--- config.mk ---
export PLATFORM = sky130hd
export DESIGN_NAME = move_sequencer
export DESIGN_NICKNAME = d
export VERILOG_FILES = /design/src/rtl/move_sequencer.sv
export SDC_FILE = /design/constraint.sdc
export NUM_CORES = 1
export LEC_CHECK = 0
export CORE_UTILIZATION = 50
export DETAILED_ROUTE_END_ITERATION = 8
export GPL_TIMING_DRIVEN = 0
export PLACE_DENSITY = 0.69
export SETUP_SLACK_MARGIN = 0.05
export SLEW_MARGIN = 30
export SYNTH_ARGS = -nofsm -noshare
export SYNTH_HDL_FRONTEND = slang
export SYNTH_SLANG_ARGS = --single-unit
--- constraint.sdc ---
create_clock -name wb_clk_i -period 7.85 [get_ports wb_clk_i]
set_input_delay 2.355 -clock wb_clk_i [delete_from_list [all_inputs] [get_ports wb_clk_i]]
set_output_delay 2.355 -clock wb_clk_i [all_outputs]
set_load 0.01 [all_outputs]
--- src/rtl/move_sequencer.sv ---
// Step/dir move sequencer: queues {dir, steps, period} commands and plays them out as timed step pulses.
// Optional build macro MOVE_SEQ_ACCEL_EN adds a per-move signed period increment (cmd_accel).
module move_sequencer #(
    parameter int DEPTH     = 4,
    parameter int STEPS_W   = 32,
    parameter int TICK_W    = 16,
    parameter int PULSE_W   = 4,
    parameter int DIR_SETUP = 8
) (
    input  logic               wb_clk_i,
    input  logic               wb_rst_i,
    input  logic               enable,
    input  logic               cmd_valid,
    output logic               cmd_ready,
    input  logic               cmd_dir,
    input  logic [STEPS_W-1:0] cmd_steps,
    input  logic [TICK_W-1:0]  cmd_period,
`ifdef MOVE_SEQ_ACCEL_EN
    input  logic [TICK_W-1:0]  cmd_accel,
`endif
    input  logic               halt,
    output logic               step_out,
    output logic               dir_out,
    output logic               move_done,
    output logic               buffer_dtr,
    output logic               busy,
    output logic [STEPS_W-1:0] position
);

    localparam int AW = $clog2(DEPTH);
    localparam int CW = AW + 1;
    localparam logic [CW-1:0]     FULL_CNT   = CW'(DEPTH);
    localparam logic [TICK_W-1:0] MIN_PERIOD = TICK_W'(2 * PULSE_W);

    typedef enum logic [2:0] {
        S_IDLE      = 3'd0,
        S_LOAD      = 3'd1,
        S_DIR_SETUP = 3'd2,
        S_STEP_HI   = 3'd3,
        S_STEP_LO   = 3'd4,
        S_HALTED    = 3'd5
    } state_t;

    function automatic logic [TICK_W-1:0] clamp_period(input logic [TICK_W-1:0] p);
        if (p < MIN_PERIOD) begin
            return MIN_PERIOD;
        end else begin
            return p;
        end
    endfunction

`ifdef MOVE_SEQ_ACCEL_EN
    function automatic logic [TICK_W-1:0] accel_period(input logic [TICK_W-1:0] p,
                                                      input logic [TICK_W-1:0] a);
        logic signed [TICK_W+1:0] sum;
        sum = $signed({2'b00, p}) + $signed({{2{a[TICK_W-1]}}, a});
        if (sum < $signed({2'b00, MIN_PERIOD})) begin
            return MIN_PERIOD;
        end else if (sum > $signed({2'b00, {TICK_W{1'b1}}})) begin
            return {TICK_W{1'b1}};
        end else begin
            return sum[TICK_W-1:0];
        end
    endfunction
`endif

    logic               mem_dir_r    [DEPTH];
    logic [STEPS_W-1:0] mem_steps_r  [DEPTH];
    logic [TICK_W-1:0]  mem_period_r [DEPTH];
`ifdef MOVE_SEQ_ACCEL_EN
    logic [TICK_W-1:0]  mem_accel_r  [DEPTH];
    logic [TICK_W-1:0]  move_accel_r;
`endif
    logic [AW-1:0]      wr_ptr_r, rd_ptr_r;
    logic [CW-1:0]      count_r, count_next_s;

    logic               halt_meta_r, halt_sync_r;
    state_t             state_r, next_state_s;
    logic [TICK_W-1:0]  tick_r;
    logic               move_dir_r;
    logic [STEPS_W-1:0] remaining_r;
    logic [TICK_W-1:0]  eff_period_r;

    logic               step_out_r, dir_out_r, move_done_r, buffer_dtr_r, busy_r, cmd_ready_r;
    logic [STEPS_W-1:0] position_r;

    logic push_s, pop_s, empty_s, done_s, dir_load_s, tick_clr_s, step_end_s, rise_s;

    assign empty_s = (count_r == {CW{1'b0}});
    assign push_s  = cmd_valid && cmd_ready_r && !halt_sync_r;
    assign rise_s  = (state_r == S_STEP_HI) && (tick_r == {TICK_W{1'b0}}) && !halt_sync_r;

    // Two-flop synchronizer for the asynchronous halt pad.
    always_ff @(posedge wb_clk_i or posedge wb_rst_i) begin
        if (wb_rst_i) begin
            halt_meta_r <= 1'b0;
            halt_sync_r <= 1'b0;
        end else begin
            halt_meta_r <= halt;
            halt_sync_r <= halt_meta_r;
        end
    end

    // Next FIFO occupancy; halt flushes and overrides any push or pop.
    always_comb begin
        count_next_s = count_r;
        if (halt_sync_r) begin
            count_next_s = {CW{1'b0}};
        end else if (push_s && !pop_s) begin
            count_next_s = count_r + CW'(1);
        end else if (!push_s && pop_s) begin
            count_next_s = count_r - CW'(1);
        end else begin
            count_next_s = count_r;
        end
    end

    // FIFO pointers and occupancy.
    always_ff @(posedge wb_clk_i or posedge wb_rst_i) begin
        if (wb_rst_i) begin
            wr_ptr_r <= {AW{1'b0}};
            rd_ptr_r <= {AW{1'b0}};
            count_r  <= {CW{1'b0}};
        end else if (halt_sync_r) begin
            wr_ptr_r <= {AW{1'b0}};
            rd_ptr_r <= {AW{1'b0}};
            count_r  <= {CW{1'b0}};
        end else begin
            if (push_s) wr_ptr_r <= wr_ptr_r + AW'(1);
            if (pop_s)  rd_ptr_r <= rd_ptr_r + AW'(1);
            count_r <= count_next_s;
        end
    end

    // FIFO storage; contents are only meaningful below count_r so no reset is needed.
    always_ff @(posedge wb_clk_i) begin
        if (push_s) begin
            mem_dir_r[wr_ptr_r]    <= cmd_dir;
            mem_steps_r[wr_ptr_r]  <= cmd_steps;
            mem_period_r[wr_ptr_r] <= cmd_period;
`ifdef MOVE_SEQ_ACCEL_EN
            mem_accel_r[wr_ptr_r]  <= cmd_accel;
`endif
        end
    end

    // FSM next-state and control strobes.
    always_comb begin
        next_state_s = state_r;
        pop_s        = 1'b0;
        done_s       = 1'b0;
        dir_load_s   = 1'b0;
        tick_clr_s   = 1'b0;
        step_end_s   = 1'b0;
        if (halt_sync_r) begin
            next_state_s = S_HALTED;
        end else begin
            case (state_r)
                S_IDLE: begin
                    if (enable && !empty_s) begin
                        next_state_s = S_LOAD;
                        pop_s        = 1'b1;
                    end else begin
                        next_state_s = S_IDLE;
                    end
                end
                S_LOAD: begin
                    tick_clr_s = 1'b1;
                    if (remaining_r == {STEPS_W{1'b0}}) begin
                        done_s       = 1'b1;
                        next_state_s = S_IDLE;
                    end else if (move_dir_r != dir_out_r) begin
                        dir_load_s   = 1'b1;
                        next_state_s = S_DIR_SETUP;
                    end else begin
                        next_state_s = S_STEP_HI;
                    end
                end
                S_DIR_SETUP: begin
                    if (tick_r == TICK_W'(DIR_SETUP - 1)) begin
                        tick_clr_s   = 1'b1;
                        next_state_s = S_STEP_HI;
                    end else begin
                        next_state_s = S_DIR_SETUP;
                    end
                end
                S_STEP_HI: begin
                    if (tick_r == TICK_W'(PULSE_W - 1)) begin
                        next_state_s = S_STEP_LO;
                    end else begin
                        next_state_s = S_STEP_HI;
                    end
                end
                S_STEP_LO: begin
                    // tick_r keeps counting from the rising edge, so this ends the full period
                    if (tick_r == eff_period_r - TICK_W'(1)) begin
                        step_end_s = 1'b1;
                        if (remaining_r == STEPS_W'(1)) begin
                            done_s = 1'b1;
                            if (enable && !empty_s) begin
                                pop_s        = 1'b1;
                                next_state_s = S_LOAD;
                            end else begin
                                next_state_s = S_IDLE;
                            end
                        end else begin
                            tick_clr_s   = 1'b1;
                            next_state_s = S_STEP_HI;
                        end
                    end else begin
                        next_state_s = S_STEP_LO;
                    end
                end
                S_HALTED: begin
                    next_state_s = S_IDLE;
                end
                default: begin
                    next_state_s = S_IDLE;
                end
            endcase
        end
    end

    // FSM state register and phase counter.
    always_ff @(posedge wb_clk_i or posedge wb_rst_i) begin
        if (wb_rst_i) begin
            state_r <= S_IDLE;
            tick_r  <= {TICK_W{1'b0}};
        end else begin
            state_r <= next_state_s;
            tick_r  <= tick_clr_s ? {TICK_W{1'b0}} : tick_r + TICK_W'(1);
        end
    end

    // Active move registers, loaded from the FIFO head on pop.
    always_ff @(posedge wb_clk_i or posedge wb_rst_i) begin
        if (wb_rst_i) begin
            move_dir_r   <= 1'b0;
            remaining_r  <= {STEPS_W{1'b0}};
            eff_period_r <= MIN_PERIOD;
`ifdef MOVE_SEQ_ACCEL_EN
            move_accel_r <= {TICK_W{1'b0}};
`endif
        end else if (pop_s) begin
            move_dir_r   <= mem_dir_r[rd_ptr_r];
            remaining_r  <= mem_steps_r[rd_ptr_r];
            eff_period_r <= clamp_period(mem_period_r[rd_ptr_r]);
`ifdef MOVE_SEQ_ACCEL_EN
            move_accel_r <= mem_accel_r[rd_ptr_r];
`endif
        end else if (step_end_s) begin
            remaining_r  <= remaining_r - STEPS_W'(1);
`ifdef MOVE_SEQ_ACCEL_EN
            eff_period_r <= accel_period(eff_period_r, move_accel_r);
`endif
        end
    end

    // Registered outputs; step_out trails the STEP_HI state by one cycle.
    always_ff @(posedge wb_clk_i or posedge wb_rst_i) begin
        if (wb_rst_i) begin
            step_out_r   <= 1'b0;
            dir_out_r    <= 1'b0;
            move_done_r  <= 1'b0;
            busy_r       <= 1'b0;
            cmd_ready_r  <= 1'b1;
            buffer_dtr_r <= 1'b1;
            position_r   <= {STEPS_W{1'b0}};
        end else begin
            step_out_r   <= (state_r == S_STEP_HI) && !halt_sync_r;
            dir_out_r    <= dir_load_s ? move_dir_r : dir_out_r;
            move_done_r  <= done_s;
            busy_r       <= (next_state_s != S_IDLE) && (next_state_s != S_HALTED);
            cmd_ready_r  <= (count_next_s != FULL_CNT) && (next_state_s != S_HALTED);
            buffer_dtr_r <= (count_next_s != FULL_CNT);
            if (rise_s) begin
                position_r <= move_dir_r ? position_r + STEPS_W'(1) : position_r - STEPS_W'(1);
            end
        end
    end

    assign step_out   = step_out_r;
    assign dir_out    = dir_out_r;
    assign move_done  = move_done_r;
    assign busy       = busy_r;
    assign cmd_ready  = cmd_ready_r;
    assign buffer_dtr = buffer_dtr_r;
    assign position   = position_r;

endmodule
==> flow_metrics.env <==
export IMPL_layout_common_cells="edfxtp_1 (196), nand2_1 (141), dfrtp_1 (112)"
export IMPL_crit_fanout=10
export IMPL_skew_ns=0.0135
export IMPL_fmax_mhz=199
export IMPL_post_drt_via_cell_ratio=5.74
export IMPL_final_hold_viol_count=0
export IMPL_vdd_drop_max_mv=0.230
export IMPL_hold_end="halt_sync_r"
export IMPL_path_class="primary input to register"
export IMPL_wl_per_cell_um=18.4
export IMPL_htreeDepth=2
export IMPL_hold_depth=0
export IMPL_dr_pass1_iters=5
export IMPL_rrSetupSlack_ns=3.36
export IMPL_p_leak_nw=6.61
export IMPL_placement_io_buffers=91
export IMPL_synth_top_family_by_area="simple AND/OR/NAND/NOR gates"
export IMPL_dp_hpwl_mm=21.1
export IMPL_post_cts_setup_buffers=0
export IMPL_area_growth_pct=18.5
export IMPL_cts_root_buf="clkbuf_16"
export IMPL_layout_commonest_cell="edfxtp_1"
export IMPL_synth_xor_xnor_area_share_pct=4.18
export IMPL_clk_pin_slew_worst_paths_ns=0.06
export IMPL_dieWidth_um=173
export IMPL_cts_made_buffers=35
export IMPL_layout_min_cycle_time_ns=5.03
export IMPL_cp_arrival_ns=5.41
export IMPL_gp_congestion=0.889
export IMPL_slew_violations=0
export IMPL_synth_compound_area_share_pct=10.1
export IMPL_nets=1377
export IMPL_die_h_um=173
export IMPL_fillers=2262
export IMPL_worstMarginPinSlew_ns=0.904
export IMPL_end_kind="register"
export IMPL_clk_latency_ns=0.53
export IMPL_synth_cell_types=75
export IMPL_grt_overflow=0
export IMPL_die_area_mm2=0.0301
export IMPL_slowest_delay_ns=0.51
export IMPL_antenna_found_initial=0
export IMPL_reg2reg_to="position[29]"
export IMPL_drtAntennaViolNets=0
export IMPL_cpMaxStageDelayCell="nor2_1"
export IMPL_p_total_w=0.00466
export IMPL_setup_viol=0
export IMPL_clockBufferDepth=3
export IMPL_crit_family="buffers and inverters"
export IMPL_drt_wl_total_mm=31.1
export IMPL_grt_pass1_vias=9864
export IMPL_cts_tree="done"
export IMPL_synth_area_mm2=0.0147
export IMPL_yosys_register_bits=311
export IMPL_hp_class="register to register"
export IMPL_synth_mux_area_share_pct=8.16
export IMPL_grt_use_total_pct=21.4
export IMPL_ys_flop_type="edfxtp_1"
export IMPL_vias=9693
export IMPL_path_buf_inv=3
export IMPL_hold_buffers=0
export IMPL_initial_core_util_pct=51.0
export IMPL_run_status="completed"
export IMPL_ctsResizeCount=0
export IMPL_finalSetupTns_ns=0
export IMPL_async_reset_ff_share_pct=37.0
export IMPL_max_slew_margin_pct=39.1
export IMPL_start_kind="primary input"
export IMPL_crit_chain="clkdlybuf4s50_1, o21ai_0, or3_1, nor2_1, o21a_1, clkbuf_1, clkbuf_1, o21ai_0, nand2_1, o311ai_1"
export IMPL_rows=62
export IMPL_core_area_mm2=0.0288
export IMPL_synth_simple_gate_area_share_pct=11.6
export IMPL_rr_startpoint="move_dir_r"
export IMPL_drv_cap=0
export IMPL_fin_crit_sh_pct=64.0
export IMPL_cts_sinks=311
export IMPL_rsz0062_at_grt="false"
export IMPL_min_from="halt_meta_r"
export IMPL_reg2reg_depth=12
export IMPL_diodes=0
export IMPL_ios=92
export IMPL_cp_required_ns=8.24
export IMPL_layout_drive_gt1_share_pct=11.0
export IMPL_syn_inst=1147
export IMPL_yosysWarnings=0
export IMPL_synth_edf_count=196
export IMPL_synth_adder_area_share_pct=3.99
export IMPL_grt_pass1_wl_mm=51.2
export IMPL_drc_errors=0
export IMPL_power_density_mw_per_mm2=268
export IMPL_synth_nets=1244
export IMPL_grt_max_degree=59
export IMPL_drt_iter0_drc=589
export IMPL_seq_area_frac_synth_pct=59.7
export IMPL_synth_area_per_cell_um2=12.8
[cells in the mapped netlist, types with 4 or more instances]
cell type | count | area share (%)
edfxtp_1 | 196 | 40
nand2_1 | 141 | 3.6
dfrtp_1 | 112 | 19
o21ai_0 | 79 | 2.7
nor2_1 | 61 | 1.6
mux4_2 | 49 | 7.5
a21oi_1 | 44 | 1.5
xnor2_1 | 43 | 2.6
ha_1 | 42 | 3.6
clkbuf_1 | 38 | 0.97
nor3_1 | 27 | 0.92
xor2_1 | 27 | 1.6
inv_1 | 25 | 0.64
nand3_1 | 21 | 0.72
a21o_1 | 20 | 1.0
nor4_1 | 18 | 0.77
and3_1 | 13 | 0.55
nor2b_1 | 12 | 0.51
o21ai_1 | 11 | 0.37
a31oi_1 | 10 | 0.43
nand2b_1 | 10 | 0.43
a211oi_1 | 9 | 0.46
or4_1 | 9 | 0.46
or3_1 | 8 | 0.34
and2_1 | 7 | 0.30
a32oi_1 | 5 | 0.30
buf_2 | 5 | 0.17
buf_4 | 5 | 0.26
mux2i_1 | 5 | 0.34
nand4_1 | 5 | 0.21
o211ai_1 | 5 | 0.26
maj3_1 | 4 | 0.27
mux2_2 | 4 | 0.31
o21a_1 | 4 | 0.20
o311ai_0 | 4 | 0.24
o311ai_1 | 4 | 0.24
o31ai_1 | 4 | 0.20
[worst max-delay path by stage]
| stage | slack [ns] | startpoint | cells after the start | end |
|---|---|---|---|---|
| 2_1_floorplan | 2.46 | wb_rst_i | 1 | busy |
| 3_3_place_gp | 0.48 | wb_rst_i | 2 | remaining_r[24] |
| 3_5_place_dp | 2.40 | enable | 10 | remaining_r[14] |
| 4_1_cts | 2.94 | enable | 10 | remaining_r[14] |
| 5_1_grt | 2.62 | enable | 10 | remaining_r[10] |
| 6_report | 2.82 | enable | 10 | remaining_r[23] |
[cell families after synthesis]
| logic type | after synthesis |
|---|---|
| and+or+nand+nor | 351 |
| muxes | 58 |
| adders and majority gates | 47 |
| DFF | 311 |
| xor gates and xnor gates | 70 |
| buffers and inverters | 78 |
| AOI/OAI and AO/OA | 232 |
[power breakdown]
part	internal [W]	switching, W	total [W]
clock network	0.00100	0.000666	0.00167
logic	0.000433	0.000549	0.000982
registers	0.00187	0.000133	0.00201
[area by class of cell]
class | count | area, µm² | area share, %
multi-input cells | 758 | 5600 | 32.2
repair buffers | 96 | 1030 | 5.90
well taps | 384 | 480 | 2.76
clock inverters | 24 | 282 | 1.62
clock buffers | 39 | 901 | 5.18
flip-flops and latches | 311 | 8770 | 50.4
inverters | 25 | 101 | 0.582
plain buffers | 53 | 248 | 1.42
[through the flow]
| stage | hold WS [ns] | area [µm²] | setup WS, ns | utilization, % | std cells |
|---|---|---|---|---|---|
| after floorplan | 0.331 | 14700 | 2.46 | - | 1147 |
| after global placement | 0.336 | 16100 | 0.481 | 55.9 | 1622 |
| after detailed placement | 0.346 | 16200 | 2.40 | 56.3 | 1627 |
| after CTS | 0.368 | 17400 | 2.94 | 60.5 | 1690 |
| after global routing | 0.368 | 17400 | 2.62 | 60.5 | 1690 |
| final | 0.366 | 17400 | 2.82 | 60.5 | 1690 |
[registers in the layout, summed over array words and instances (netlist names), 2 cells and up]
signal / cells
wr_ptr_r: 2
tick_r: 16
mem_steps_r: 128
state_r: 3
position: 32
rd_ptr_r: 2
count_r: 3
mem_period_r: 64
mem_dir_r: 4
eff_period_r: 16
remaining_r: 32
[per-layer routing]
layer  part of all wire [%]  vias to the layer above  global-route usage (%)
met1                     45                     4750                    29.8
met2                     48                      280                    35.2
met4                    2.6                        0                    7.04
li1                       -                     4602                       -
met5                      0                        -                       0
met3                    4.8                       61                    2.81
No activity file was read; power rests on OpenSTA's default activity.
